<file path="config.mk">
export PLATFORM = sky130hd
export DESIGN_NAME = mem_store_ctrl_flat
export DESIGN_NICKNAME = d
export VERILOG_FILES = /design/src/rtl/mem_store_ctrl_if.sv /design/src/rtl/mem_store_ctrl.sv /design/src/flat_wrapper.sv
export SDC_FILE = /design/constraint.sdc
export NUM_CORES = 1
export LEC_CHECK = 0
export BUFFER_PORTS_ARGS = -buffer_cell sky130_fd_sc_hd__buf_2
export CAP_MARGIN = 15
export CELL_PAD_IN_SITES_DETAIL_PLACEMENT = 1
export CELL_PAD_IN_SITES_GLOBAL_PLACEMENT = 1
export CORE_MARGIN = 1
export CORE_UTILIZATION = 40
export CTS_CLUSTER_DIAMETER = 50
export CTS_CLUSTER_SIZE = 12
export DETAILED_ROUTE_END_ITERATION = 8
export GPL_TIMING_DRIVEN = 0
export PLACE_DENSITY_LB_ADDON = 0.1
export SYNTH_ARGS = -nofsm -noshare
export SYNTH_HDL_FRONTEND = slang
export SYNTH_SLANG_ARGS = --single-unit
</file>
<file path="constraint.sdc">
create_clock -name clk -period 5.7 [get_ports clk]
set_input_delay 1.14 -clock clk [delete_from_list [all_inputs] [get_ports clk]]
set_output_delay 1.14 -clock clk [all_outputs]
set_load 0.03 [all_outputs]
</file>
<file path="src/rtl/mem_store_ctrl_if.sv">
// mem_store_ctrl_if: bundles the pipeline store handshake, the load-hazard
// probe and the memory write bus of the store-side controller.
//   slave  : the controller's view (takes stores, drives the memory bus)
//   master : the environment's view (pipeline + memory model)
// Store side : st_valid/st_ready, st_addr, st_data, st_size, st_except, exc_addr
// Load probe : ld_valid, ld_addr, ld_hazard
// Memory bus : mem_req, mem_addr, mem_wdata, mem_be, mem_ack
// Status     : sb_empty
interface mem_store_ctrl_if;
    logic        st_valid;
    logic        st_ready;
    logic [31:0] st_addr;
    logic [31:0] st_data;
    logic [1:0]  st_size;
    logic        st_except;
    logic [31:0] exc_addr;
    logic        ld_valid;
    logic [31:0] ld_addr;
    logic        ld_hazard;
    logic        mem_req;
    logic [29:0] mem_addr;
    logic [31:0] mem_wdata;
    logic [3:0]  mem_be;
    logic        mem_ack;
    logic        sb_empty;

    modport slave (
        input  st_valid, st_addr, st_data, st_size, ld_valid, ld_addr, mem_ack,
        output st_ready, st_except, exc_addr, ld_hazard,
               mem_req, mem_addr, mem_wdata, mem_be, sb_empty
    );

    modport master (
        output st_valid, st_addr, st_data, st_size, ld_valid, ld_addr, mem_ack,
        input  st_ready, st_except, exc_addr, ld_hazard,
               mem_req, mem_addr, mem_wdata, mem_be, sb_empty
    );
endinterface

</file>
<file path="src/rtl/mem_store_ctrl.sv">
// mem_store_ctrl: store-side memory controller between MEM and the data
// memory write bus. Aligns accepted stores into byte lanes + byte enables,
// queues them in an in-order buffer of DEPTH entries and issues them one at
// a time on a req/ack bus. Loads whose word matches a buffered store raise
// ld_hazard.
// Ports:
//   clk  - clock
//   rst  - synchronous active-high reset
//   bus  - mem_store_ctrl_if.slave (store handshake, load probe, memory bus)
module mem_store_ctrl #(
    parameter  int DEPTH = 2,
    localparam int PTR_W = $clog2(DEPTH)
) (
    input logic            clk,
    input logic            rst,
    mem_store_ctrl_if.slave bus
);
    typedef enum logic {IDLE, REQ} state_t;

    localparam logic [PTR_W:0] CNT_FULL = (PTR_W+1)'(DEPTH);

    state_t           state;
    logic             mem_req;
    logic             st_except;
    logic [31:0]      exc_addr;
    logic [PTR_W-1:0] wr_ptr, rd_ptr;
    logic [PTR_W:0]   count, count_nxt;

    logic [29:0] q_addr [DEPTH];
    logic [31:0] q_data [DEPTH];
    logic [3:0]  q_be   [DEPTH];

    logic        accept, misalign, reserved, enq, pop;
    logic [31:0] al_data;
    logic [3:0]  al_be;
    logic [DEPTH-1:0] hit;

    // Lane alignment: data is right-justified on input and shifted into the
    // lanes selected by the low address bits; bits shifted past 31 drop.
    always_comb begin
        al_be    = '0;
        al_data  = '0;
        misalign = 1'b0;
        reserved = 1'b0;
        case (bus.st_size)
            2'b00: begin
                al_be   = 4'b0001 << bus.st_addr[1:0];
                al_data = bus.st_data << {bus.st_addr[1:0], 3'b000};
            end
            2'b01: begin
                misalign = bus.st_addr[0];
                al_be    = bus.st_addr[1] ? 4'b1100 : 4'b0011;
                al_data  = bus.st_data << {bus.st_addr[1], 4'b0000};
            end
            2'b11: begin
                misalign = |bus.st_addr[1:0];
                al_be    = 4'b1111;
                al_data  = bus.st_data;
            end
            default: reserved = 1'b1;
        endcase
    end

    assign bus.st_ready = (count != CNT_FULL);
    assign accept       = bus.st_valid & bus.st_ready;
    // Faulting and reserved-size stores are consumed but never enqueued.
    assign enq          = accept & ~misalign & ~reserved;
    assign pop          = mem_req & bus.mem_ack;
    assign count_nxt    = count + (PTR_W+1)'(enq) - (PTR_W+1)'(pop);

    always_ff @(posedge clk) begin
        if (rst) begin
            state     <= IDLE;
            mem_req   <= 1'b0;
            count     <= '0;
            wr_ptr    <= '0;
            rd_ptr    <= '0;
            st_except <= 1'b0;
            exc_addr  <= '0;
        end else begin
            count     <= count_nxt;
            st_except <= accept & misalign;
            if (accept & misalign) exc_addr <= bus.st_addr;
            if (enq) wr_ptr <= wr_ptr + PTR_W'(1);
            if (pop) rd_ptr <= rd_ptr + PTR_W'(1);
            case (state)
                IDLE: if (count != '0 || enq) begin
                    state   <= REQ;
                    mem_req <= 1'b1;
                end
                REQ: if (pop && count_nxt == '0) begin
                    // stays in REQ when a same-edge enqueue refills it
                    state   <= IDLE;
                    mem_req <= 1'b0;
                end
                default: begin
                    state   <= IDLE;
                    mem_req <= 1'b0;
                end
            endcase
        end
    end

    // Storage array carries no reset: occupancy is tracked by count/pointers.
    always_ff @(posedge clk) begin
        if (enq) begin
            q_addr[wr_ptr] <= bus.st_addr[31:2];
            q_data[wr_ptr] <= al_data;
            q_be[wr_ptr]   <= al_be;
        end
    end

    // An entry is live when its distance from the head is below count;
    // this includes the head entry that is currently on the bus.
    for (genvar i = 0; i < DEPTH; i++) begin : g_hit
        logic [PTR_W-1:0] off;
        assign off    = PTR_W'(i) - rd_ptr;
        assign hit[i] = ((PTR_W+1)'(off) < count) && (q_addr[i] == bus.ld_addr[31:2]);
    end

    assign bus.ld_hazard = bus.ld_valid & (|hit);
    assign bus.mem_req   = mem_req;
    assign bus.mem_addr  = mem_req ? q_addr[rd_ptr] : '0;
    assign bus.mem_wdata = mem_req ? q_data[rd_ptr] : '0;
    assign bus.mem_be    = mem_req ? q_be[rd_ptr]   : '0;
    assign bus.st_except = st_except;
    assign bus.exc_addr  = exc_addr;
    assign bus.sb_empty  = (count == '0) && (state == IDLE);

    // Byte offset of a load does not matter for word-granular hazard checks.
    logic unused_ok;
    assign unused_ok = &{1'b0, bus.ld_addr[1:0]};
endmodule

</file>
<file path="src/flat_wrapper.sv">
// flat-port wrapper written by rule: the top's interface ports become plain ports
module mem_store_ctrl_flat 
#(
    parameter  int DEPTH = 2,
    localparam int PTR_W = $clog2(DEPTH)
)
  (clk, rst, bus_st_valid, bus_st_addr, bus_st_data, bus_st_size, bus_ld_valid, bus_ld_addr, bus_mem_ack, bus_st_ready, bus_st_except, bus_exc_addr, bus_ld_hazard, bus_mem_req, bus_mem_addr, bus_mem_wdata, bus_mem_be, bus_sb_empty);
  mem_store_ctrl_if bus_i ();
  input logic clk;
  input logic rst;
  input wire logic [$bits(bus_i.st_valid)-1:0] bus_st_valid;
  input wire logic [$bits(bus_i.st_addr)-1:0] bus_st_addr;
  input wire logic [$bits(bus_i.st_data)-1:0] bus_st_data;
  input wire logic [$bits(bus_i.st_size)-1:0] bus_st_size;
  input wire logic [$bits(bus_i.ld_valid)-1:0] bus_ld_valid;
  input wire logic [$bits(bus_i.ld_addr)-1:0] bus_ld_addr;
  input wire logic [$bits(bus_i.mem_ack)-1:0] bus_mem_ack;
  output wire logic [$bits(bus_i.st_ready)-1:0] bus_st_ready;
  output wire logic [$bits(bus_i.st_except)-1:0] bus_st_except;
  output wire logic [$bits(bus_i.exc_addr)-1:0] bus_exc_addr;
  output wire logic [$bits(bus_i.ld_hazard)-1:0] bus_ld_hazard;
  output wire logic [$bits(bus_i.mem_req)-1:0] bus_mem_req;
  output wire logic [$bits(bus_i.mem_addr)-1:0] bus_mem_addr;
  output wire logic [$bits(bus_i.mem_wdata)-1:0] bus_mem_wdata;
  output wire logic [$bits(bus_i.mem_be)-1:0] bus_mem_be;
  output wire logic [$bits(bus_i.sb_empty)-1:0] bus_sb_empty;
  assign bus_i.st_valid = bus_st_valid;
  assign bus_i.st_addr = bus_st_addr;
  assign bus_i.st_data = bus_st_data;
  assign bus_i.st_size = bus_st_size;
  assign bus_i.ld_valid = bus_ld_valid;
  assign bus_i.ld_addr = bus_ld_addr;
  assign bus_i.mem_ack = bus_mem_ack;
  assign bus_st_ready = bus_i.st_ready;
  assign bus_st_except = bus_i.st_except;
  assign bus_exc_addr = bus_i.exc_addr;
  assign bus_ld_hazard = bus_i.ld_hazard;
  assign bus_mem_req = bus_i.mem_req;
  assign bus_mem_addr = bus_i.mem_addr;
  assign bus_mem_wdata = bus_i.mem_wdata;
  assign bus_mem_be = bus_i.mem_be;
  assign bus_sb_empty = bus_i.sb_empty;
  mem_store_ctrl #(.DEPTH(DEPTH)) u_core (.clk(clk), .rst(rst), .bus(bus_i));
endmodule
</file>
==> results.cfg, run 1 <==
[floorplan]
core_area_um2 = 19500
placementRows = 51
num_io_pins = 206
die_y_um = 143
die_w_um = 143
start_util_pct = 40.9
dieArea_um2 = 20500

[routing]
antenna_left = 0
routedWlPerCell_um = 20.4
dr.pass1.iters = 5
drc = 0
totalWireLength_mm = 23.8
dr_total_vias = 5925
drt_iter0_drc = 295
vias_per_cell = 5.08

[clocking]
numCtsBuffers = 17
cts_root_buf = clkbuf_16
cts_htree_levels = 4
worst_skew_pair.late_latency_ps = 430
cts_sinks = 172
cts_max_path_buffers = 2
cts_tree = yes
ctsResizeCount = 0
clk_pin_slew_ps = 60
hold_buffers = 0
post_cts_buffers = 0

[critical_path]
startpoint_type = primary input
rrSetupSlack_ps = 3240
end_kind = primary output
required_ps = 4560
crit_type = in2out
worstPathMaxFanout = 2
crit_arrival_ps = 2800

[placement]
place_area_um2 = 9410
place_congestion = 0.858
io_buffers = 201
hpwlAfterDp_mm = 17.8

[synth]
yosys.area_share.simple_pct = 13.3
synth.mux.area_fraction_pct = 9.82
synth-edff-count = 132
synth_xor_area_share_pct = 7.04
syn-cell-area_um2 = 7970
yosys.area.top_type = edfxtp_1
synth-seq-area-share_pct = 59.8
ys_ff_latch = 172
synth_most_common_cell = edfxtp_1
synthTopCellsByCount = edfxtp_1 (132), nand2_1 (79), mux2i_1 (77)
synth_top_area_share_pct = 49.8
synth_top_family_by_area = simple AND/OR/NAND/NOR gates
synth_compound_area_share_pct = 7.32
synth_area_leaders = edfxtp_1 (50%), dfxtp_1 (10%), mux2i_1 (9.7%)
synth_cell_types = 40
syn_avg_cell_area_um2 = 12.0
synth_fa_ha_area_share_pct = 0.157
synthArstFlopShare_pct = 0
synth_nets = 768
syn_inst = 664
yosys_warnings = 0
synth_ff_type = edfxtp_1

[final_layout]
drive_gt1_share_pct = 29.1
seqCellArea_um2 = 4760
syn_to_final_growth_pct = 25.5
multi_input_area_um2 = 3010
final_area_um2 = 9990
fill_cells = 2156
nNetsFinal = 992

[power]
peakVddDrop_v = 0.000247
power_density_nw_per_um2 = 352
cellLeakagePower_nw = 3.85

[timing]
drv_slew = 0
max-slew-margin-rel_pct = 36.2
hold_slack_ps = 455
report.final.setup_viol = 0
finalCritPeriodShare_pct = 69.2
period_minus_slack_ps = 3940
clock_skew_ps = 10.6
hold_viol = 0
grt_setup_unrepaired = no
worst_pin_slew_ps = 954
fmax_ghz = 0.254

[global_routing]
grt_max_degree = 32
overflow = 0
grt_pass1_wl_mm = 35.5
grt_pass1_vias = 6298
antenna_found_initial = 2
grt_util_all_layers_pct = 24.1

[min_path]
hold_class = reg2reg

[outcome]
status = finished, final reports clean

[run]
cap_viol_max_count = 0
-- through the flow --
stage,cells,util (%),setup TNS (ps),power (mW),setup WS [ps]
after floorplan,664,-,0,2.09,831
after global placement,1130,47.8,-164640,2.37,-1260
after detailed placement,1134,48.3,0,2.40,1830
after CTS,1166,51.3,0,3.54,1810
after global routing,1167,51.4,0,3.66,1710
final,1167,51.4,0,3.52,1760
-- cells by family (layout without fill, tap and decap cells) --
| group | Yosys count | after routing |
|---|---|---|
| AOI/OAI and AO/OA | 94 | 94 |
| xor gates and xnor gates | 64 | 64 |
| adders and majority gates | 1 | 1 |
| buffers and inverters | 46 | 283 |
| DFF | 172 | 172 |
| muxes | 78 | 78 |
| other | 0 | 1 |
| and+or+nand+nor | 209 | 209 |
-- worst max-delay path, stage by stage --
cell      delay [ps]
buf_2            120
xnor2_1          200
nand4_1          160
nor4_1           560
nand4_1          160
a21boi_0         220
buf_2            230
-- final cells by class --
type                       count  area share [%]
antenna                        1          0.0250
buffer                        36            1.67
clock buffer                  24            5.03
clock inverter                 8           0.826
inverter                      10           0.401
multi-input combinational    446            30.1
sequential                   172            47.7
tap                          265            3.32
timing repair buffer         205            10.9
-- per-layer routing --
metal / vias up / wire (µm) / global-route usage, %
li1: 2804 / - / -
met1: 2922 / 10700 / 32.0
met2: 167 / 11500 / 39.7
met3: 30 / 1160 / 4.56
met4: 2 / 416 / 7.58
met5: - / 10 / 0
-- where the power goes --
part | internal, mW | leakage (nW) | switching (mW)
combinational | 0.301 | 2.02 | 0.578
clock | 0.665 | 0.286 | 0.483
sequential | 1.45 | 1.54 | 0.0446
-- placed cells by master (no fill, tap or decap), drive strengths merged, types with 19 or more instances in the layout --
master	netlist	layout
a21oi	41	41
nand2	79	79
clkbuf	18	42
nor2	20	20
o21ai	19	19
mux2i	77	77
nor2b	69	69
buf	18	223
edfxtp	132	132
xnor2	52	52
dfxtp	40	40
-- path summary, 6_finish.rpt --
| path | start | end | cells past startpoint |
|---|---|---|---|
| hold / removal | u_core.bus.exc_addr[28] | u_core.bus.exc_addr[28] | 2 |
| setup reg to reg | u_core.count[0] | u_core.q_data[0][1] | 5 |
| hold reg to reg | u_core.bus.exc_addr[28] | u_core.bus.exc_addr[28] | 2 |
| setup / recovery | bus_ld_addr[6] | bus_ld_hazard | 7 |
-- registers in the layout (all words and copies together), names as in the netlist, named ones only --
register and cells:
u_core.bus.mem_req 1, u_core.q_data 64, u_core.state 1, u_core.rd_ptr 1, u_core.wr_ptr 1, u_core.q_addr 60
u_core.bus.exc_addr 32, u_core.bus.st_except 1, u_core.count 2, u_core.q_be 8
Note: power is estimated with default switching activity, not from simulation.
==> run 2, diff against run 1 <==
- ABC_AREA: default -> 1
- clock period: 5.7 -> 3.7 ns (I/O delays scaled with it)
==> run 2 against run 1 <==
Clock power is 59% higher. Utilization is 0.44 points lower. Worst hold slack better by 45 ps. Total power increased by 55%. Register-to-register slack got worse by 1700 ps. Critical endpoint is now bus_mem_wdata[27].
==> results.cfg, run 2 <==
[timing]
finalCritPeriodShare_pct = 89.3
fmax_ghz = 0.303
clock_skew_ps = 15.5
period_minus_slack_ps = 3300
worst_pin_slew_ps = 709
hold_viol = 0
max-slew-margin-rel_pct = 52.6
grt_setup_unrepaired = no
report.final.setup_viol = 0
drv_slew = 0

[global_routing]
overflow = 0
grt_pass1_wl_mm = 41.0
grt_pass1_vias = 7560
antenna_found_initial = 0
grt_util_all_layers_pct = 25.8
grt_max_degree = 31

[clocking]
cts_max_path_buffers = 2
worst_skew_pair.late_latency_ps = 440
ctsResizeCount = 0
hold_buffers = 0
cts_htree_levels = 4
clk_pin_slew_ps = 70
post_cts_buffers = 0
cts_sinks = 172
cts_root_buf = clkbuf_16
numCtsBuffers = 17
cts_tree = yes

[synth]
syn_avg_cell_area_um2 = 8.69
synth_area_leaders = edfxtp_1 (48%), dfxtp_1 (9.7%), nor2_1 (9.2%)
syn-cell-area_um2 = 8220
synthTopCellsByCount = nor2_1 (202), nand2_1 (186), edfxtp_1 (132)
synth-seq-area-share_pct = 58.0
synth_nets = 1050
ys_ff_latch = 172
synth_cell_types = 36
synth_top_area_share_pct = 48.2
synth_most_common_cell = nor2_1
yosys.area.top_type = edfxtp_1
syn_inst = 946
synth_ff_type = edfxtp_1
yosys_warnings = 0
synthArstFlopShare_pct = 0
synth-edff-count = 132

[floorplan]
core_area_um2 = 20200
die_w_um = 145
placementRows = 52
dieArea_um2 = 21100
start_util_pct = 40.8
die_y_um = 145
num_io_pins = 206

[final_layout]
largest_registers = u_core.q_data (64), u_core.q_addr (60), u_core.bus.exc_addr (32)
largest_reg_flops = 64
final_cell_mix = buf_2 (207), nor2_1 (200), nand2_1 (186), edfxtp_1 (132), inv_1 (110)
nNetsFinal = 1275
final_common_cell = buf_2
regMostFlops = u_core.q_data
final_area_um2 = 10300
final_cell_count_no_fill = 1454
syn_to_final_growth_pct = 24.9
antenna_cells = 0
drive_gt1_share_pct = 23.4
final_util_pct = 50.9

[routing]
dr_total_vias = 7369
drc = 0
antenna_left = 0
top_layer_used = met4
dr_wl_met3_mm = 1.19
routedWlPerCell_um = 18.6
wl_met1_mm = 11.8
dr.pass1.iters = 5
wl_met2_mm = 13.5
drt_iter0_drc = 434
totalWireLength_mm = 27.0
vias_per_cell = 5.07

[critical_path]
crit_chain = clkbuf_1 > clkbuf_1 > o21ai_0 > nor2_1 > buf_2
max_stage_delay_ps = 560
worstPathMaxFanout = 10
rrSetupSlack_ps = 1560
r2r_cells = 7
timing.critical_path.mode_cell = clkbuf_1
startpoint_type = flip-flop
crit_arrival_ps = 2560
crit_buf_inv = 3
crit_family = buffers and inverters
cp_slowest_cell = clkbuf_1
required_ps = 2960
end_kind = primary output
r2r_start = u_core.count[0]
r2r-end = u_core.q_addr[0][25]
crit_type = reg2out

[min_path]
hold_class = reg2reg
min_to = u_core.bus.exc_addr[28]
whs_path_depth = 2
min_from = u_core.bus.exc_addr[28]

[placement]
place_congestion = 0.859
io_buffers = 202
hpwlAfterDp_mm = 20.1
dp_cells = 1422
place_area_um2 = 9670

[power]
peakVddDrop_v = 0.000383
power_density_nw_per_um2 = 532
cellLeakagePower_nw = 4.84

[run]
cap_viol_max_count = 0

[outcome]
status = finished, final reports clean
[run 2: how the worst max path moves through the flow]
stage,to,depth (start not counted),from,slack (ps)
finish,bus_mem_wdata[27],5,u_core.bus.mem_req,400
floorplan,u_core.q_addr[1][0],6,bus_st_size[1],360
global route,bus_mem_wdata[27],5,u_core.bus.mem_req,280
global placement,u_core.q_addr[1][7],7,bus_st_size[1],-1100
CTS,bus_mem_wdata[23],5,u_core.bus.mem_req,390
detailed placement,bus_mem_wdata[23],5,u_core.bus.mem_req,860
[run 2: logic make-up (layout without fill, tap and decap cells)]
kind of cell	after synthesis	in the layout	synth area share (%)
AOI/OAI and AO/OA	202	202	13.4
xor gates and xnor gates	12	12	1.28
adders and majority gates	1	1	0.152
buffers and inverters	155	393	8.02
DFF	172	172	58.0
and+or+nand+nor	404	404	19.2
[run 2: power by group]
part           internal (mW)  switching (mW)  total (mW)  leakage, nW
Clock                  0.994           0.841        1.83        0.294
Sequential              2.23          0.0657        2.30         1.55
Combinational          0.357           0.977        1.33         3.00
[run 2: tightest hold or removal path, cell delays in order, from the launching register on]
cell     delay, ps
dfxtp_1        330
o21ai_1         70
nor2_1          70
[run 2: final cells by class]
cell class                      instances  area, µm²
Inverter                              118        443
Sequential cell                       172       4760
Clock inverter                         14        149
Tap cell                              270        338
Clock buffer                           18        450
Buffer                                 37        216
Timing Repair Buffer                  206       1100
Fill cell                            2470       9900
Multi-Input combinational cell        619       2810
[run 2: routing by layer]
layer,vias up,global-route usage (%)
met5,-,0
met4,0,7.53
met3,29,4.48
met2,214,45.1
met1,3578,32.7
li1,3548,-
[run 2: per-stage QoR]
step	hold slack [ps]	setup TNS, ps	total power [mW]	setup slack [ps]
6_report	500	0	5.46	395
5_1_grt	486	0	5.68	277
4_1_cts	487	0	5.50	390
3_5_place_dp	478	0	3.67	862
3_3_place_gp	472	-142940	3.63	-1100
2_1_floorplan	511	0	3.15	356
